### config.mk
export PLATFORM = sky130hd
export DESIGN_NAME = rgmii_rx_framer
export DESIGN_NICKNAME = d
export VERILOG_FILES = /design/src/rtl/rgmii_rx_framer.sv
export SDC_FILE = /design/constraint.sdc
export NUM_CORES = 1
export LEC_CHECK = 0
export CORE_ASPECT_RATIO = 0.75
export CORE_MARGIN = 3
export CORE_UTILIZATION = 45
export DETAILED_ROUTE_END_ITERATION = 12
export PLACE_DENSITY = 0.77
export SYNTH_ARGS = -nofsm -noshare
export SYNTH_HDL_FRONTEND = slang
export SYNTH_SLANG_ARGS = --single-unit
export TNS_END_PERCENT = 10
### constraint.sdc
create_clock -name clk -period 2.5 [get_ports clk]
set_clock_uncertainty 0.2 [all_clocks]
set_input_delay 0.375 -clock clk [delete_from_list [all_inputs] [get_ports clk]]
set_output_delay 0.375 -clock clk [all_outputs]
set_load 0.01 [all_outputs]
### src/rtl/rgmii_rx_framer.sv
// rgmii_rx_framer: RGMII receive sequencer behind the DDR capture stage.
// Packs rise/fall nibbles into bytes, decodes RX_CTL into DV/ER, strips the
// preamble and SFD, and streams each frame out tagged with last and a bad flag.
// Output latency is three cycles: capture, hold, output register.
module rgmii_rx_framer #(
    parameter int PREAMBLE_MIN = 2,
    parameter int MIN_FRAME    = 64,
    parameter int MAX_FRAME    = 1518
) (
    input  logic       clk,
    input  logic       rst,
    input  logic [3:0] rxd_rise,
    input  logic [3:0] rxd_fall,
    input  logic       rx_ctl_rise,
    input  logic       rx_ctl_fall,
    output logic [7:0] m_data,
    output logic       m_valid,
    output logic       m_last,
    output logic       m_user,
    output logic       stat_good,
    output logic       stat_bad,
    output logic       stat_drop
);

    typedef enum logic [1:0] {
        IDLE = 2'd0,
        PRE  = 2'd1,
        DATA = 2'd2,
        DROP = 2'd3
    } state_t;

    state_t      state_q;
    logic [7:0]  in_dat_q;
    logic        in_dv_q;
    logic        in_er_q;
    logic [3:0]  pcnt_q;
    logic [3:0]  pcnt_d;
    logic [15:0] len_q;
    logic [15:0] len_d;
    logic        err_q;
    logic        err_d;
    logic        frame_bad_d;
    logic [7:0]  hold_q;
    logic        hold_v_q;
    logic [7:0]  m_data_q;
    logic        m_valid_q;
    logic        m_last_q;
    logic        m_user_q;
    logic        stat_good_q;
    logic        stat_bad_q;
    logic        stat_drop_q;

    // Stage 1: join the two nibbles into a byte and turn RX_CTL into DV/ER.
    always_ff @(posedge clk or posedge rst) begin
        if (rst) begin
            in_dat_q <= 8'h00;
            in_dv_q  <= 1'b0;
            in_er_q  <= 1'b0;
        end else begin
            in_dat_q <= {rxd_fall, rxd_rise};
            in_dv_q  <= rx_ctl_rise;
            in_er_q  <= rx_ctl_rise ^ rx_ctl_fall;
        end
    end

    // Saturating preamble/length counters, sticky error and the end-of-frame verdict.
    always_comb begin
        pcnt_d      = (pcnt_q == 4'hF) ? pcnt_q : pcnt_q + 4'd1;
        len_d       = (len_q == 16'hFFFF) ? len_q : len_q + 16'd1;
        err_d       = err_q | in_er_q;
        frame_bad_d = err_q | (len_q < 16'(MIN_FRAME)) | (len_q > 16'(MAX_FRAME));
    end

    // Framing FSM: one byte is kept in hold so the final byte can carry last/user.
    always_ff @(posedge clk or posedge rst) begin
        if (rst) begin
            state_q     <= IDLE;
            pcnt_q      <= 4'd0;
            len_q       <= 16'd0;
            err_q       <= 1'b0;
            hold_q      <= 8'h00;
            hold_v_q    <= 1'b0;
            m_data_q    <= 8'h00;
            m_valid_q   <= 1'b0;
            m_last_q    <= 1'b0;
            m_user_q    <= 1'b0;
            stat_good_q <= 1'b0;
            stat_bad_q  <= 1'b0;
            stat_drop_q <= 1'b0;
        end else begin
            m_valid_q   <= 1'b0;
            m_last_q    <= 1'b0;
            m_user_q    <= 1'b0;
            stat_good_q <= 1'b0;
            stat_bad_q  <= 1'b0;
            stat_drop_q <= 1'b0;
            case (state_q)
                IDLE: begin
                    if (in_dv_q) begin
                        if (in_dat_q == 8'h55) begin
                            state_q <= PRE;
                            pcnt_q  <= 4'd1;
                        end else begin
                            state_q <= DROP;
                        end
                    end
                end
                PRE: begin
                    if (!in_dv_q) begin
                        state_q     <= IDLE;
                        stat_drop_q <= 1'b1;
                    end else if (in_dat_q == 8'h55) begin
                        pcnt_q <= pcnt_d;
                    end else if ((in_dat_q == 8'hD5) && (int'(pcnt_q) >= PREAMBLE_MIN)) begin
                        state_q  <= DATA;
                        len_q    <= 16'd0;
                        err_q    <= 1'b0;
                        hold_v_q <= 1'b0;
                    end else begin
                        state_q <= DROP;
                    end
                end
                DATA: begin
                    if (in_dv_q) begin
                        err_q <= err_d;
                        len_q <= len_d;
                        if (hold_v_q) begin
                            m_data_q  <= hold_q;
                            m_valid_q <= 1'b1;
                        end
                        hold_q   <= in_dat_q;
                        hold_v_q <= 1'b1;
                    end else begin
                        if (hold_v_q) begin
                            m_data_q    <= hold_q;
                            m_valid_q   <= 1'b1;
                            m_last_q    <= 1'b1;
                            m_user_q    <= frame_bad_d;
                            stat_good_q <= ~frame_bad_d;
                            stat_bad_q  <= frame_bad_d;
                        end else begin
                            stat_drop_q <= 1'b1;
                        end
                        hold_v_q <= 1'b0;
                        state_q  <= IDLE;
                    end
                end
                DROP: begin
                    if (!in_dv_q) begin
                        state_q     <= IDLE;
                        stat_drop_q <= 1'b1;
                    end
                end
                default: state_q <= IDLE;
            endcase
        end
    end

    assign m_data    = m_data_q;
    assign m_valid   = m_valid_q;
    assign m_last    = m_last_q;
    assign m_user    = m_user_q;
    assign stat_good = stat_good_q;
    assign stat_bad  = stat_bad_q;
    assign stat_drop = stat_drop_q;

endmodule
; Word level (Yosys, flattened, before mapping)
; Cells that the tools add are included.
[word_totals]
inputBits = 12
word_cells = 96
output_inout_bits = 14
ff_bits = 55
[op_classes]
bitwise_logic = 5
add_sub_neg = 2
n_eq_ne = 18
mux = 40
reduce_logical = 13
magnitude_cmp = 3
[ops]
columns = cell, count
row1 = $mux 16, 5
row2 = $pmux 16 s2, 1
row3 = $mux 4, 5
row4 = $ne 2x2->1 const B, 10
row5 = $mux 1, 19
row6 = $add 16x1->16 const B, 1
row7 = $eq 16x16->1 const B, 1
row8 = $gt 16x11->1 const B, 1
row9 = $lt 16x7->1 const B, 1
row10 = $reduce_and 6->1, 2
row11 = $mux 2, 5
row12 = $eq 8x7->1 const B, 1
row13 = $eq 8x8->1 const B, 1
row14 = $pmux 4 s2, 1
row15 = $pmux 1 s2, 3
row16 = $pmux 2 s3, 1
row17 = $reduce_and 5->1, 1
row18 = $add 4x1->4 const B, 1
row19 = $eq 2x2->1 const B, 2
row20 = $eq 4x4->1 const B, 1
row21 = $ge 4x2->1 const B, 1
row22 = $reduce_and 2->1, 2
row23 = $reduce_and 4->1, 1
row24 = $reduce_bool 2->1, 2
row25 = 9 further kinds, 12

; Depth between registers and ports, before layout
[logic_depth]
word_depth = 7
ltp_mapped = 8
depth_no_buf = 7

; Worst setup path before layout
; OpenSTA, ideal clock, no wires.
[synth_timing]
path_type = register to register
from = reg pcnt_q[0]
to = reg len_q[3]
path_slack_ns = 0.480
n_path_buf = 1
synth_period_minus_slack_ns = 2.020
setup_ns = 0.095
path_stages_with_launch = 8
arrival_time_ns = 1.724
required_ns = 2.205
path_cell_list = dfrtp_1 -> inv_1 -> ha_1 -> or4_4 -> a31oi_4 -> buf_2 -> o21ai_0 -> o31ai_1
[synth_between]
elab_chain_len = 4
[synth_lines]
columns = element, line_no
row1 = "start, declared", 36  ; logic [3:0] pcnt_q;
row2 = "start signal, assigned", 113  ; pcnt_q <= pcnt_d;
row3 = $ge 4x2->1, 114  ; end else if ((in_dat_q == 8'hD5) && (int'(pcnt_q) >= PREAMBLE_MIN)) begin
row4 = $logic_and 1x1->1, 114
row5 = $ne 2x2->1 (no source line), -
row6 = $reduce_and 6->1 (no source line), -
row7 = "end signal, assigned", 126  ; len_q <= len_d;
row8 = "end, declared", 38  ; logic [15:0] len_q;
; Every way passes these cells.
; A chain may end at the register's enable or synchronous reset.

; Worst setup path after layout
; Ends and elaborated chain as after synthesis.

==> metrics.md <==
| Metric | Value |
|---|---|
| RSZ-0062 raised after global routing | `false` |
| P&R area growth vs syn | `16.7%` |
| Worst EP required | `roughly 2500 ps` |
| DIE AREA | `between 6000 and 7000 um2` |
| Largest net degree at the start of global routing | `38` |
| Residual DRC | `0` |
| Setup Fix Bufs, Post-CTS | `0` |
| Hold Crit Class | `in -> async` |
| Wire length per cell | `about 15 um` |
| Die X | `just over 90 um` |
| Worst-skew pair later-pin latency | `slightly above 300 ps` |
| Io pins | `26` |
| H-tree depth | `2` |
| Area leader, netlist | `dfrtp_1` |
| Die height | `~71 um` |
| Clk slew on worst S/H paths | `100 ps` |
| Vias in the first global route | `around 1800` |
| R2R setup slack | `~240 ps` |
| Critical path class | `reg -> reg` |
| Top cell type's share of synthesized area | `around 55%` |
| Core Footprint | `5150 um2` |
| Final wirelength | `5220 um` |
| GP Congestion | `0.807` |
| Filler cells | `~450` |
| VDD IR max | `approximately 0.29 mV` |
| Initial antenna violation count | `0` |
| Slew Viols, Final | `0` |
| Mapped Avg Cell Area | `~10 um2` |
| Post-synth EDFFs | `0` |
| Iter 0 DRT Violations | `~150` |
| CP Cell Sequence | `inv_1 > ha_1 > or4_4 > a31oi_4 > buf_4 > o21ai_0 > o31ai_1` |
| DP HPWL | `3800 um` |
| FF+latch count, synth | `55` |
| TritonCTS clock tree | `yes` |
| Total track usage | `between 10% and 20%` |
| Mapped Cells | `about 240` |
| Gr ovfl total | `0` |
| Critical Path Fanout Max | `11` |
| Final Setup Violations | `0` |
| Syn_nets | `between 200 and 300` |
| CP Buf/Inv Count | `2` |
| Maximum clock frequency | `roughly 440 MHz` |
| Worst EP arrival | `around 2300 ps` |
| Via/cell ratio | `about 5.7` |
| Antenna Violating Nets Remaining | `0` |
| Worst Max-Slew Pin Slew | `between 500 and 600 ps` |
| Endpoints failing hold | `0` |
| Most numerous cell in the Yosys netlist | `dfrtp_1` |
| DR pass1 iterations | `4` |
| CTS Buffer Depth | `2` |
| Total CTS buffers | `5` |
| Sequential area share after synthesis | `a little over half` |
| Layout Nets | `roughly 280` |
| Largest stage delay, worst path | `between 500 and 600 ps` |
| Main flop type after synthesis | `dfrtp_1` |
| # rows | `22` |
| Outcome | `complete, no violations` |
| Cell variety after synth | `43` |
| Leakage | `roughly 0.0013 uW` |
| MaxCap Viol Count | `0` |
| Post-Synthesis Cell Area | `approximately 2500 um2` |
| Slew HR | `between 60% and 70%` |
| Final period util | `about 90%` |
| Crit path launch type | `register` |
| Initial Utilization | `48.9%` |
| Most frequent cells after synthesis | `dfrtp_1, nand2_1, o21ai_0` |
| Yosys warnings | `0` |
| First-pass GRT wire length | `approximately 8800 um` |
| # hold bufs at CTS | `0` |
| N_diodes | `0` |
| Share of layout cells above drive strength 1 | `11.6%` |
| Cell Pwr Density | `668 nW/um2` |
| Top cells by area, synth | `dfrtp_1, nand2_1, o21ai_0` |
| Port bufs | `25` |
| Root Buffer | `clkbuf_8` |
| Sinks on the clock net | `between 50 and 60` |
| Fin Hold WS | `between 150 and 200 ps` |
| Slowest CP cell | `or4_4` |
| Setup_tns | `0 ps` |
| FFs w/ async S/R, synth | `100%` |
| CP Capture Type | `register` |
| Crit path max-delay family | `simple AND/OR/NAND/NOR gates` |
| Clock period minus worst slack | `about 2300 ps` |
| Via count | `1924` |
| Gates resized, CTS repair | `0` |
-- path summary, 6_finish.rpt --
check | startpoint | to | depth (start not counted)
setup / recovery | pcnt_q[0] | len_q[3] | 7
hold / removal | rst | m_data[1] | 2
setup reg to reg | pcnt_q[0] | len_q[3] | 7
hold reg to reg | hold_q[4] | hold_q[4] | 2
max in group asynchronous | rst | len_q[3] | 3
min in group clk | hold_q[4] | hold_q[4] | 2
-- sequential cells by signal (all words and copies together) (netlist names), 2 cells and up --
name,count
len_q,16
hold_q,8
in_dat_q,8
m_data,8
pcnt_q,4
state_q,2
-- kinds of logic (layout without fill, tap and decap cells) --
| kind of cell | count (synthesis) | in the layout | synth area share, % |
|---|---|---|---|
| XOR/XNOR | 1 | 1 | 0.348 |
| flip-flops | 55 | 55 | 54.6 |
| AND/OR/NAND/NOR | 98 | 98 | 20.5 |
| buffers and inverters | 21 | 47 | 4.07 |
| AO/OA/AOI/OAI | 54 | 54 | 15.0 |
| multiplexers | 9 | 9 | 3.97 |
| adder cells (fa/ha/maj) | 3 | 3 | 1.49 |
-- stage by stage --
stage                     utilization [%]  power (uW)  std cells  setup WS [ps]  instance area [um2]
after floorplan                         -        1280        241            480                 2520
after global placement               55.3        1450        331            396                 2840
after detailed placement             55.3        1470        331            285                 2840
after CTS                            57.1        1980        339            257                 2940
after global routing                 57.1        2070        339            119                 2940
final                                57.1        1960        339            244                 2940
-- layout by cell type, fill, tap and decap left out, types with 4 or more instances in the layout --
cell type | Yosys | routed
clkbuf_8 | 0 | 5
a21oi_1 | 11 | 11
a41oi_1 | 4 | 4
nand2_1 | 40 | 40
and3_1 | 5 | 5
nand3_1 | 12 | 12
a31oi_1 | 4 | 4
nand4_1 | 7 | 7
inv_1 | 8 | 7
o21ai_0 | 21 | 21
nor2_1 | 8 | 8
mux2_2 | 8 | 8
nor3_1 | 4 | 4
dfrtp_1 | 55 | 55
buf_4 | 2 | 5
o31ai_1 | 4 | 4
clkdlybuf4s50_1 | 0 | 25
-- layer usage --
metal | part of all wire [%] | GRT usage (%) | vias up
met5 | 0 | 0 | -
met4 | 0.79 | 5.11 | 0
met3 | 7.4 | 4.25 | 6
met2 | 46 | 25.0 | 74
met1 | 46 | 24.2 | 927
li1 | - | - | 917
-- power breakdown --
group	switching [uW]	total, uW	internal (uW)	leakage [uW]
Clock	308	514	207	0.0000491
Sequential	84.4	1090	1000	0.000708
Combinational	157	362	206	0.000544
Total	548	1960	1410	0.00130
-- final cells by class --
cell class	instances	area, um2	area share, %
well taps	72	90.1	3.07
inverters	8	30.0	1.02
clock inverters	3	26.3	0.894
repair buffers	31	308	10.5
multi-input cells	165	1040	35.4
flip-flops and latches	55	1380	46.8
clock buffers	5	68.8	2.34
Note: power is estimated with default switching activity, not from simulation.
